### config.mk
export PLATFORM = sky130hd
export DESIGN_NAME = sseg_mux_decoder
export DESIGN_NICKNAME = d
export VERILOG_FILES = /design/src/rtl/sseg_mux_decoder.sv
export SDC_FILE = /design/constraint.sdc
export NUM_CORES = 1
export LEC_CHECK = 0
export CAP_MARGIN = 20
export CELL_PAD_IN_SITES_DETAIL_PLACEMENT = 0
export CELL_PAD_IN_SITES_GLOBAL_PLACEMENT = 2
export CORE_MARGIN = 4
export CORE_UTILIZATION = 30
export CTS_BUF_LIST = sky130_fd_sc_hd__clkbuf_8 sky130_fd_sc_hd__clkbuf_16
export CTS_CLUSTER_DIAMETER = 200
export CTS_CLUSTER_SIZE = 25
export DETAILED_ROUTE_END_ITERATION = 10
export PLACE_DENSITY_LB_ADDON = 0.1
export RECOVER_POWER = 50
export SLEW_MARGIN = 10
export SYNTH_ARGS = -nofsm -noshare
export SYNTH_HDL_FRONTEND = slang
export SYNTH_SLANG_ARGS = --single-unit
### constraint.sdc
create_clock -name clk -period 5.6 [get_ports clk]
set_input_delay 1.12 -clock clk [delete_from_list [all_inputs] [get_ports clk]]
set_output_delay 1.12 -clock clk [all_outputs]
set_load 0.02 [all_outputs]
### src/rtl/sseg_mux_decoder.sv
// Two-digit multiplexed seven-segment word decoder. Each input word is debounced and
// decoded; a tens word followed by a ones word forms a frame, and illegal words are counted.
module sseg_mux_decoder #(
  parameter int STABLE_CYCLES = 2
) (
  input  logic       clk,
  input  logic       reset,
  input  logic [7:0] seg_in,
  input  logic       clr_err,
  output logic [3:0] tens,
  output logic [3:0] ones,
  output logic [6:0] value,
  output logic       frame_valid,
  output logic       err,
  output logic [7:0] err_count
);

  localparam logic [4:0] STABLE_C = 5'(STABLE_CYCLES);

  typedef enum logic [0:0] {HUNT = 1'b0, HAVE_TENS = 1'b1} state_t;

  // Returns {legal, blank, digit} for a g..a segment pattern.
  function automatic logic [5:0] decode_seg(input logic [6:0] seg);
    case (seg)
      7'b0111111: decode_seg = {1'b1, 1'b0, 4'd0};
      7'b0000110: decode_seg = {1'b1, 1'b0, 4'd1};
      7'b1011011: decode_seg = {1'b1, 1'b0, 4'd2};
      7'b1001111: decode_seg = {1'b1, 1'b0, 4'd3};
      7'b1100110: decode_seg = {1'b1, 1'b0, 4'd4};
      7'b1101101: decode_seg = {1'b1, 1'b0, 4'd5};
      7'b1111101: decode_seg = {1'b1, 1'b0, 4'd6};
      7'b0000111: decode_seg = {1'b1, 1'b0, 4'd7};
      7'b1111111: decode_seg = {1'b1, 1'b0, 4'd8};
      7'b1101111: decode_seg = {1'b1, 1'b0, 4'd9};
      7'b0000000: decode_seg = {1'b1, 1'b1, 4'd0};
      default:    decode_seg = {1'b0, 1'b0, 4'd0};
    endcase
  endfunction

  logic [7:0] sample_r;
  logic       sample_vld_r;
  logic [7:0] prev_r;
  logic       prev_vld_r;
  logic [4:0] run_cnt_r;
  state_t     state_r, state_s;
  logic [3:0] pend_r, pend_s;
  logic [3:0] tens_s, ones_s;
  logic [6:0] value_s;
  logic       frame_valid_s, err_s;
  logic       accept_s;
  logic [5:0] dec_s;

  // Input sampling and run-length counting; the count parks at STABLE_C+1 so a run accepts once.
  always_ff @(posedge clk or posedge reset) begin
    if (reset) begin
      sample_r     <= 8'h00;
      sample_vld_r <= 1'b0;
      prev_r       <= 8'h00;
      prev_vld_r   <= 1'b0;
      run_cnt_r    <= 5'd0;
    end else begin
      sample_r     <= seg_in;
      sample_vld_r <= 1'b1;
      if (sample_vld_r) begin
        prev_r     <= sample_r;
        prev_vld_r <= 1'b1;
        if (!prev_vld_r || (sample_r != prev_r)) begin
          run_cnt_r <= 5'd1;
        end else if (run_cnt_r <= STABLE_C) begin
          run_cnt_r <= run_cnt_r + 5'd1;
        end else begin
          run_cnt_r <= run_cnt_r;
        end
      end else begin
        run_cnt_r <= run_cnt_r;
      end
    end
  end

  assign accept_s = (run_cnt_r == STABLE_C);
  assign dec_s    = decode_seg(prev_r[6:0]);

  // Frame FSM next-state and next-output logic.
  always_comb begin
    state_s       = state_r;
    pend_s        = pend_r;
    tens_s        = tens;
    ones_s        = ones;
    value_s       = value;
    frame_valid_s = 1'b0;
    err_s         = 1'b0;
    if (accept_s) begin
      if (!dec_s[5]) begin
        err_s   = 1'b1;
        state_s = HUNT;
        pend_s  = 4'd0;
      end else if (dec_s[4]) begin
        state_s = HUNT;
        pend_s  = 4'd0;
      end else if (prev_r[7]) begin
        pend_s  = dec_s[3:0];
        state_s = HAVE_TENS;
      end else begin
        case (state_r)
          HAVE_TENS: begin
            tens_s        = pend_r;
            ones_s        = dec_s[3:0];
            value_s       = {3'd0, pend_r} * 7'd10 + {3'd0, dec_s[3:0]};
            frame_valid_s = 1'b1;
            pend_s        = 4'd0;
            state_s       = HUNT;
          end
          HUNT:    state_s = HUNT;
          default: state_s = HUNT;
        endcase
      end
    end else begin
      state_s = state_r;
    end
  end

  // FSM state, pending tens and registered outputs.
  always_ff @(posedge clk or posedge reset) begin
    if (reset) begin
      state_r     <= HUNT;
      pend_r      <= 4'd0;
      tens        <= 4'd0;
      ones        <= 4'd0;
      value       <= 7'd0;
      frame_valid <= 1'b0;
      err         <= 1'b0;
    end else begin
      state_r     <= state_s;
      pend_r      <= pend_s;
      tens        <= tens_s;
      ones        <= ones_s;
      value       <= value_s;
      frame_valid <= frame_valid_s;
      err         <= err_s;
    end
  end

  // Saturating error counter; clear wins over a coincident error pulse.
  always_ff @(posedge clk or posedge reset) begin
    if (reset) begin
      err_count <= 8'd0;
    end else if (clr_err) begin
      err_count <= 8'd0;
    end else if (err && (err_count != 8'hFF)) begin
      err_count <= err_count + 8'd1;
    end else begin
      err_count <= err_count;
    end
  end

endmodule

Word level (Yosys, flattened, before mapping). Index checks and enable logic that the tools add are counted.

Register bits: 53. Input port bits: 11. Output and inout bits: 25. Word-level logic and storage cells: 62.

Add/subtract/negate cells: 3. Multipliers: 1. Magnitude comparators: 1. Eq/ne operators: 14. Mux-type cells: 19. Bitwise gates (word level): 2. Reduce and logical (&&, ||, !) cells: 9.

Operators by type and width (number): 6-bit one-hot mux with 11 select lines (1); 7-bit == test (second input constant) (7); 4-bit two-way mux (4); 8-bit two-way mux (2); 7-bit by 3-bit == test with 1-bit output (second input constant) (2); 1-bit two-way mux (10); 5-bit two-way mux (2); 8-bit by 1-bit adder with 8-bit output (second input constant) (1); 8-bit inequality test (1); 8-bit inequality test (second input constant) (1); 7-bit by 4-bit adder with 7-bit output (1); 7-bit by 6-bit == test with 1-bit output (second input constant) (1); 7-bit zero test (1); 4-bit by 3-bit multiplier with 6-bit output (second input constant) (1); 5-bit by 1-bit adder with 5-bit output (second input constant) (1); 5-bit by 2-bit == test with 1-bit output (second input constant) (1); 5-bit by 2-bit less-or-equal comparator with 1-bit output (second input constant) (1); 5-bit AND reduction (1); 4-bit inequality test (second input constant) (1); 2-bit AND reduction (2); 2-bit nonzero test (2); 1-bit NOT (2); 1-bit logical AND (1); 1-bit zero test (1); 1-bit logical OR (1).

Logic depth before layout (Yosys ltp). Gate-level depths: netlist of the first run.

Word-level depth: 5. Mapped depth: 13. Mapped depth without buffers: 12.

Worst setup path before layout of the first run. OpenSTA, ideal clock, no wires.

Path kind: register -> register. Start point: reg prev_r[5]. End point: reg value[5]. Setup time: 125 ps. Arrival time: 2235 ps. Data required time: 5475 ps. Path slack: 3240 ps. Stages on the path, launching flop included: 14. Buffers on the path: 1. Period minus slack after synthesis: 2360 ps. Cell sequence: dfrtp_1 > buf_2 > nor3b_2 > nor3_1 > o21ai_0 > nand2_1 > inv_1 > ha_1 > inv_1 > fa_1 > nor2b_1 > o21ai_0 > xnor2_1 > mux2_4.

Elaborated cells on any way between the ends: 15. Those cells by class: 1 x add/sub; 10 x eq/ne; 1 x mux; 1 x bitwise; 2 x reduce/logical.

RTL lines: from (decl) (RTL line 42) `logic [7:0] prev_r;`; from (signal assigned) (RTL line 65) `prev_r <= sample_r;`; 7-bit == test, or another cell as far along (RTL line 24) `case (seg)`; 6-bit one-hot mux with 11 select lines * (RTL line 24); via dec_s[1] (RTL line 51) `logic [5:0] dec_s;`; 7-bit by 4-bit adder with 7-bit output * (RTL line 108) `value_s = {3'd0, pend_r} * 7'd10 + {3'd0, dec_s[3:0]};`; to (signal assigned) (RTL line 137) `value <= value_s;`; to (decl) (RTL line 12) `output logic [6:0] value,`.

Mark *: on every way through the listed nets, which the timed path passes. The rest lies on a longest branch. A chain may end at the register's enable or synchronous reset.

Final worst setup path of the first run.
Start point: reg prev_r[5]. End point: reg value[3].

Cells in the longest elaborated chain, start to end: 4. Elaborated cells on any way between the ends: 15. Those cells by class: 1 x add/sub; 10 x eq/ne; 1 x mux; 1 x bitwise; 2 x reduce/logical.

Ends and longest elaborated chain (RTL line): 7-bit == test, or another cell as far along (24); 6-bit one-hot mux with 11 select lines * (24); parallel branches: the longest is 2 deep, another holds 7-bit by 4-bit adder with 7-bit output.

Mark *: on every way between the ends.

==> impl_metrics.json, run 1 <==
{
  "area.growth.synth_to_final_pct": 17.8,
  "ys.flop_type": "dfrtp_1",
  "holdBufCountCts": 0,
  "max-slew-margin-rel_pct": 36.6,
  "path_clk_slew_ns": 0.09,
  "hold_depth": 1,
  "hpwl_microns": 3650,
  "clk_latency_ns": 0.30,
  "drv_slew": 0,
  "outcome": "completed",
  "worstMarginPinSlew_ns": 0.941,
  "end_kind": "register",
  "layout_min_cycle_time_ns": 2.66,
  "die_x_microns": 101,
  "cts-buffers-inserted": 5,
  "antennaDiodeCount": 0,
  "initial_core_util_pct": 31.4,
  "synth_top_cells_by_count": "dfrtp_1, inv_1, nor2_1, nand2_1, xnor2_1",
  "die_h_microns": 101,
  "first_pass_iters": 4,
  "critPathSlowestCell": "nor4_1",
  "yosys_warnings": 0,
  "path_cells": "nor4_1 > a221oi_2 > a41oi_1 > nand4_4 > mux2_4",
  "antenna_found_initial": 0,
  "power_density_mw_per_mm2": 223,
  "avgSynthCellArea_sq_um": 11.6,
  "drive_gt1_share_pct": 11.7,
  "cp.arrival_ns": 2.85,
  "fill_cells": 847,
  "dpl_cell_area_sq_mm": 0.00302,
  "cts_tree": "done",
  "reg2reg_from": "prev_r[5]",
  "io_pins": 36,
  "hold_viol": 0,
  "min_from": "prev_vld_r",
  "postRouteWirelength_microns": 5110,
  "cts_sinks": 52,
  "cp_max_fo": 14,
  "post_cts_buffers": 0,
  "synth.largest_area_cell": "dfrtp_1",
  "ant_nets": 0,
  "cts_root_buf": "clkbuf_8",
  "synthCells": 225,
  "post-route-cell-area_sq_mm": 0.00308,
  "cts_max_level": 2,
  "clockBufferDepth": 2,
  "track_usage_pct": 10.7,
  "clock.fmax_mhz": 376,
  "r2r_end": "value[3]",
  "row_count": 33,
  "routabilityCongestion": 0.698,
  "fin_nets": 278,
  "synth_top_area_share_pct": 49.8,
  "crit_required_ns": 5.80,
  "yosysMostFrequentCell": "dfrtp_1",
  "tns_ns": 0,
  "grt_pass1_vias": 1673,
  "synth_edf_count": 0,
  "grt-ovfl-total": 0,
  "grt_first_pass_wirelength_microns": 8660,
  "drc": 0,
  "max_stage_delay_ns": 0.56,
  "synthArstFlopShare_pct": 100,
  "vias": 1670,
  "post_drt_wl_per_cell_microns": 14.1,
  "syn-num-nets": 247,
  "synth_cell_type_count": 48,
  "port-buffer-count": 35,
  "setup_violations": 0,
  "rsz0062_at_grt": "false",
  "vdd.ir_drop.worst_mv": 0.0863,
  "finalWorstSetupSlack_ns": 2.94,
  "synth_area_leaders": "dfrtp_1, ha_1, mux2_4",
  "final_cells": 361,
  "maxCapViolCount": 0,
  "reg2reg_slack_ns": 2.94,
  "power_leakage_nw": 1.38,
  "dp_worst_setup_slack_ns": 2.97,
  "drt_iter0_drc": 45,
  "ys_seq_area_share_pct": 49.8,
  "cts_resized": 0,
  "grt_start_max_net_pins": 53,
  "hp-class": "reg -> reg",
  "critPathKind": "reg -> reg",
  "floorplan.die_area_sq_mm": 0.0103,
  "fp.coreArea_sq_mm": 0.00834,
  "fin_crit_sh_pct": 47.5,
  "placed_cells": 354,
  "worst_setup_path_start_kind": "register",
  "whs_endpoint": "prev_vld_r",
  "reg2reg_depth": 5,
  "ys_ff_latch": 52,
  "finClkSkew_ns": 0.00765,
  "synth_area_sq_mm": 0.00262,
  "viasPerCell": 4.63
}
==> cell usage in the layout, fill, tap and decap left out, types with 2 or more instances in the layout <==
master,n
nor4_1,2
mux2i_1,4
nor2_1,14
dfrtp_1,52
a32o_1,2
ha_1,9
o2bb2ai_1,3
or3_1,2
fa_1,2
nor3_1,7
o22a_1,2
o211ai_1,2
inv_1,14
nand3_1,8
and3_1,3
nand2b_1,2
a41oi_1,2
and3b_1,2
a21oi_1,5
o21ai_0,8
mux2_4,7
nand4_1,3
nand2_1,12
xnor2_1,11
xor2_1,8
clkbuf_8,7
nor3b_1,2
dlygate4sd3_1,10
mux2_2,9
clkdlybuf4s50_1,25
==> worst max-delay path by stage <==
stage               slack, ns  depth (start not counted)  endpoint       from
floorplan                3.22                          1       err      reset
global placement         3.01                         12  value[5]  prev_r[1]
detailed placement       2.97                         12  value[5]  prev_r[5]
CTS                      2.97                         12  value[5]  prev_r[5]
global route             2.74                         12  value[5]  prev_r[5]
finish                   2.94                          5  value[3]  prev_r[5]
==> through the flow <==
step	utilization [%]	hold slack [ns]	power, mW
3_3_place_gp	36.2	0.467	0.469
3_5_place_dp	36.2	0.457	0.469
5_1_grt	36.9	0.513	0.729
2_1_floorplan	-	0.439	0.454
4_1_cts	37.3	0.484	0.710
6_report	36.9	0.478	0.687
==> registers in the layout, indices dropped and copies added (netlist names), 4 cells and up <==
name	cells
prev_r	8
tens	4
value	6
pend_r	4
err_count	8
sample_r	8
run_cnt_r	5
ones	4
==> power breakdown <==
part           switching, mW  internal [mW]  total [mW]
registers             0.0197          0.385       0.405
clock network          0.123          0.110       0.233
logic                 0.0268         0.0229      0.0497
==> per-layer routing <==
metal | global-route usage (%) | vias to the layer above | wire [microns]
li1 | - | 827 | -
met1 | 15.4 | 804 | 2500
met2 | 16.1 | 33 | 2300
met3 | 2.34 | 6 | 235
met4 | 3.37 | 0 | 70
met5 | 0 | - | 0
==> final cells by class <==
class | count | area, sq um | area share [%]
inverter | 15 | 56.3 | 1.83
sequential | 52 | 1300 | 42.2
tap | 105 | 131 | 4.26
timing repair buffer | 36 | 358 | 11.6
clock buffer | 7 | 96.3 | 3.13
multi-input combinational | 146 | 1140 | 36.9
==> cells by family (layout without fill, tap and decap cells) <==
logic type                 count (synthesis)  count (layout)  share of synthesized area (%)
xor gates and xnor gates                  19              19                           6.36
adders and majority gates                 11              11                           5.84
muxes                                     20              20                           9.43
DFF                                       52              52                           49.8
buffers and inverters                     27              58                           5.45
AOI/OAI and AO/OA                         28              28                           8.28
other                                      1               1                          0.143
and+or+nand+nor                           67              67                           14.7
==> critical path, delay by kind of cell, from the launching register on <==
family	cells	cell delay, ns
compound gates	2	0.68
flops	1	0.52
mux	1	0.40
simple gates	2	0.95
No activity file was read; power rests on OpenSTA's default activity.
==> run 2: changes to the inputs <==
- clock period: 5.6 -> 2.8 ns (I/O delays scaled with it)
==> run 2 against run 1 <==
Net effect:
- critical path depth rose by 7
- design area rose by 2.2%
- clock skew barely moved
- register-to-register slack got worse by 2.6 ns
- worst hold slack improved by 0.0014 ns
- non-clock buffer count rose by 6
- die area did not move
- clock power rose by 85%
==> impl_metrics.json, run 2 (synthesized netlist as in run 1, its figures left out) <==
{
  "vias": 1712,
  "reg2reg_depth": 12,
  "power_density_mw_per_mm2": 431,
  "cts_tree": "done",
  "post_drt_wl_per_cell_microns": 13.8,
  "clock.fmax_mhz": 401,
  "clk_latency_ns": 0.30,
  "grt_pass1_vias": 1670,
  "fin_nets": 284,
  "vdd.ir_drop.worst_mv": 0.192,
  "floorplan.die_area_sq_mm": 0.0103,
  "rsz0062_at_grt": "false",
  "layout_min_cycle_time_ns": 2.49,
  "fin_crit_sh_pct": 89.0,
  "min_from": "prev_vld_r",
  "power_leakage_nw": 1.41,
  "grt-ovfl-total": 0,
  "io_pins": 36,
  "post_cts_buffers": 0,
  "drv_slew": 0,
  "outcome": "completed",
  "die_h_microns": 101,
  "cts-buffers-inserted": 5,
  "cts_root_buf": "clkbuf_8",
  "dp_worst_setup_slack_ns": 0.205,
  "reg2reg_from": "prev_r[5]",
  "top_regs": "err_count: 8 flops, prev_r: 8 flops, sample_r: 8 flops",
  "postRouteWirelength_microns": 5070,
  "final_cells": 368,
  "drive_gt1_share_pct": 14.4,
  "ant_nets": 0,
  "tns_ns": 0,
  "drt_iter0_drc": 71,
  "crit_required_ns": 2.99,
  "cts_max_level": 2,
  "clockBufferDepth": 2,
  "cts_sinks": 52,
  "grt_start_max_net_pins": 22,
  "setup_violations": 0,
  "placed_cells": 360,
  "r2r_end": "value[5]",
  "reg2reg_slack_ns": 0.31,
  "mostFrequentLayoutCell": "dfrtp_1",
  "die_x_microns": 101,
  "worst_setup_path_start_kind": "register",
  "track_usage_pct": 10.7,
  "hp-class": "reg -> reg",
  "row_count": 33,
  "critPathKind": "reg -> reg",
  "whs_endpoint": "prev_vld_r",
  "worstMarginPinSlew_ns": 0.994,
  "end_kind": "register",
  "hold_ws_ns": 0.480,
  "antennaDiodeCount": 0,
  "path_clk_slew_ns": 0.09,
  "hold_depth": 1,
  "first_pass_iters": 4,
  "holdBufCountCts": 0,
  "port-buffer-count": 35,
  "hold_viol": 0,
  "max-slew-margin-rel_pct": 33.7,
  "layout_common_cells": "dfrtp_1, clkdlybuf4s50_1, inv_1",
  "finalWorstSetupSlack_ns": 0.307,
  "grt_first_pass_wirelength_microns": 8750,
  "initial_core_util_pct": 31.4,
  "finClkSkew_ns": 0.00791,
  "drc": 0,
  "maxCapViolCount": 0,
  "antenna_found_initial": 0,
  "routabilityCongestion": 0.777,
  "area.growth.synth_to_final_pct": 20.4,
  "viasPerCell": 4.65,
  "cp.arrival_ns": 2.69,
  "cp_max_fo": 9,
  "fp.coreArea_sq_mm": 0.00834,
  "hpwl_microns": 3930
}
## run 2: cell count changes in the layout (fill, tap and decap cells not counted), moves of 2 or more
cell	delta
buf_4	+4
inv_1	+3
dfrtp_2	+3
clkbuf_1	+2
dfrtp_1	-3
## run 2: power by group
part           internal (mW)  switching [mW]
logic                 0.0556          0.0634
registers              0.771          0.0356
clock network          0.195           0.237
total                   1.02           0.336
## run 2: worst max-delay path, cell delays in order (launching register included)
cell and delay, ns:
dfrtp_2 0.48, and3b_1 0.26, o211ai_1 0.09, o21ai_0 0.16
nand2_1 0.11, inv_1 0.07, ha_1 0.16, inv_1 0.05
fa_1 0.40, nor2b_1 0.12, o21ai_0 0.09, xnor2_1 0.13
mux2_4 0.26
## run 2: how the worst max path moves through the flow
| stage | startpoint | to | slack, ns | depth (start not counted) |
|---|---|---|---|---|
| floorplan | prev_r[5] | value[5] | 0.44 | 13 |
| global placement | prev_r[1] | value[5] | 0.20 | 12 |
| finish | prev_r[5] | value[5] | 0.31 | 12 |
| CTS | prev_r[1] | value[5] | 0.19 | 12 |
| detailed placement | prev_r[1] | value[5] | 0.21 | 12 |
| global route | prev_r[5] | value[5] | 0.004 | 12 |
## run 2: routing by layer
layer / wire (microns) / up-vias / global-route usage [%] / part of all wire [%]
met5: 0 / - / 0 / 0
met4: 45 / 0 / 3.37 / 0.89
met3: 267 / 5 / 2.69 / 5.3
met2: 2290 / 37 / 16.1 / 45
met1: 2460 / 817 / 15.1 / 49
li1: - / 853 / - / -
## run 2: area by class of cell
type / instances / area [sq um]
Tap cell: 105 / 131
Fill cell: 833 / 5190
Clock buffer: 6 / 82.6
Timing Repair Buffer: 42 / 395
Clock inverter: 2 / 7.51
Sequential cell: 52 / 1310
Inverter: 15 / 56.3
Multi-Input combinational cell: 146 / 1170
## run 2: through the flow
step	instance area [sq um]	power (mW)	utilization, %
2_1_floorplan	2620	0.908	-
3_3_place_gp	3060	0.949	36.7
3_5_place_dp	3060	0.947	36.7
4_1_cts	3150	1.40	37.8
5_1_grt	3150	1.44	37.8
6_report	3150	1.36	37.8
## run 2: what timing repair did
action	4_1_cts	5_1_grt
hold endpoints to repair	0	0
setup endpoints to repair	0	1
resized for setup	0	3
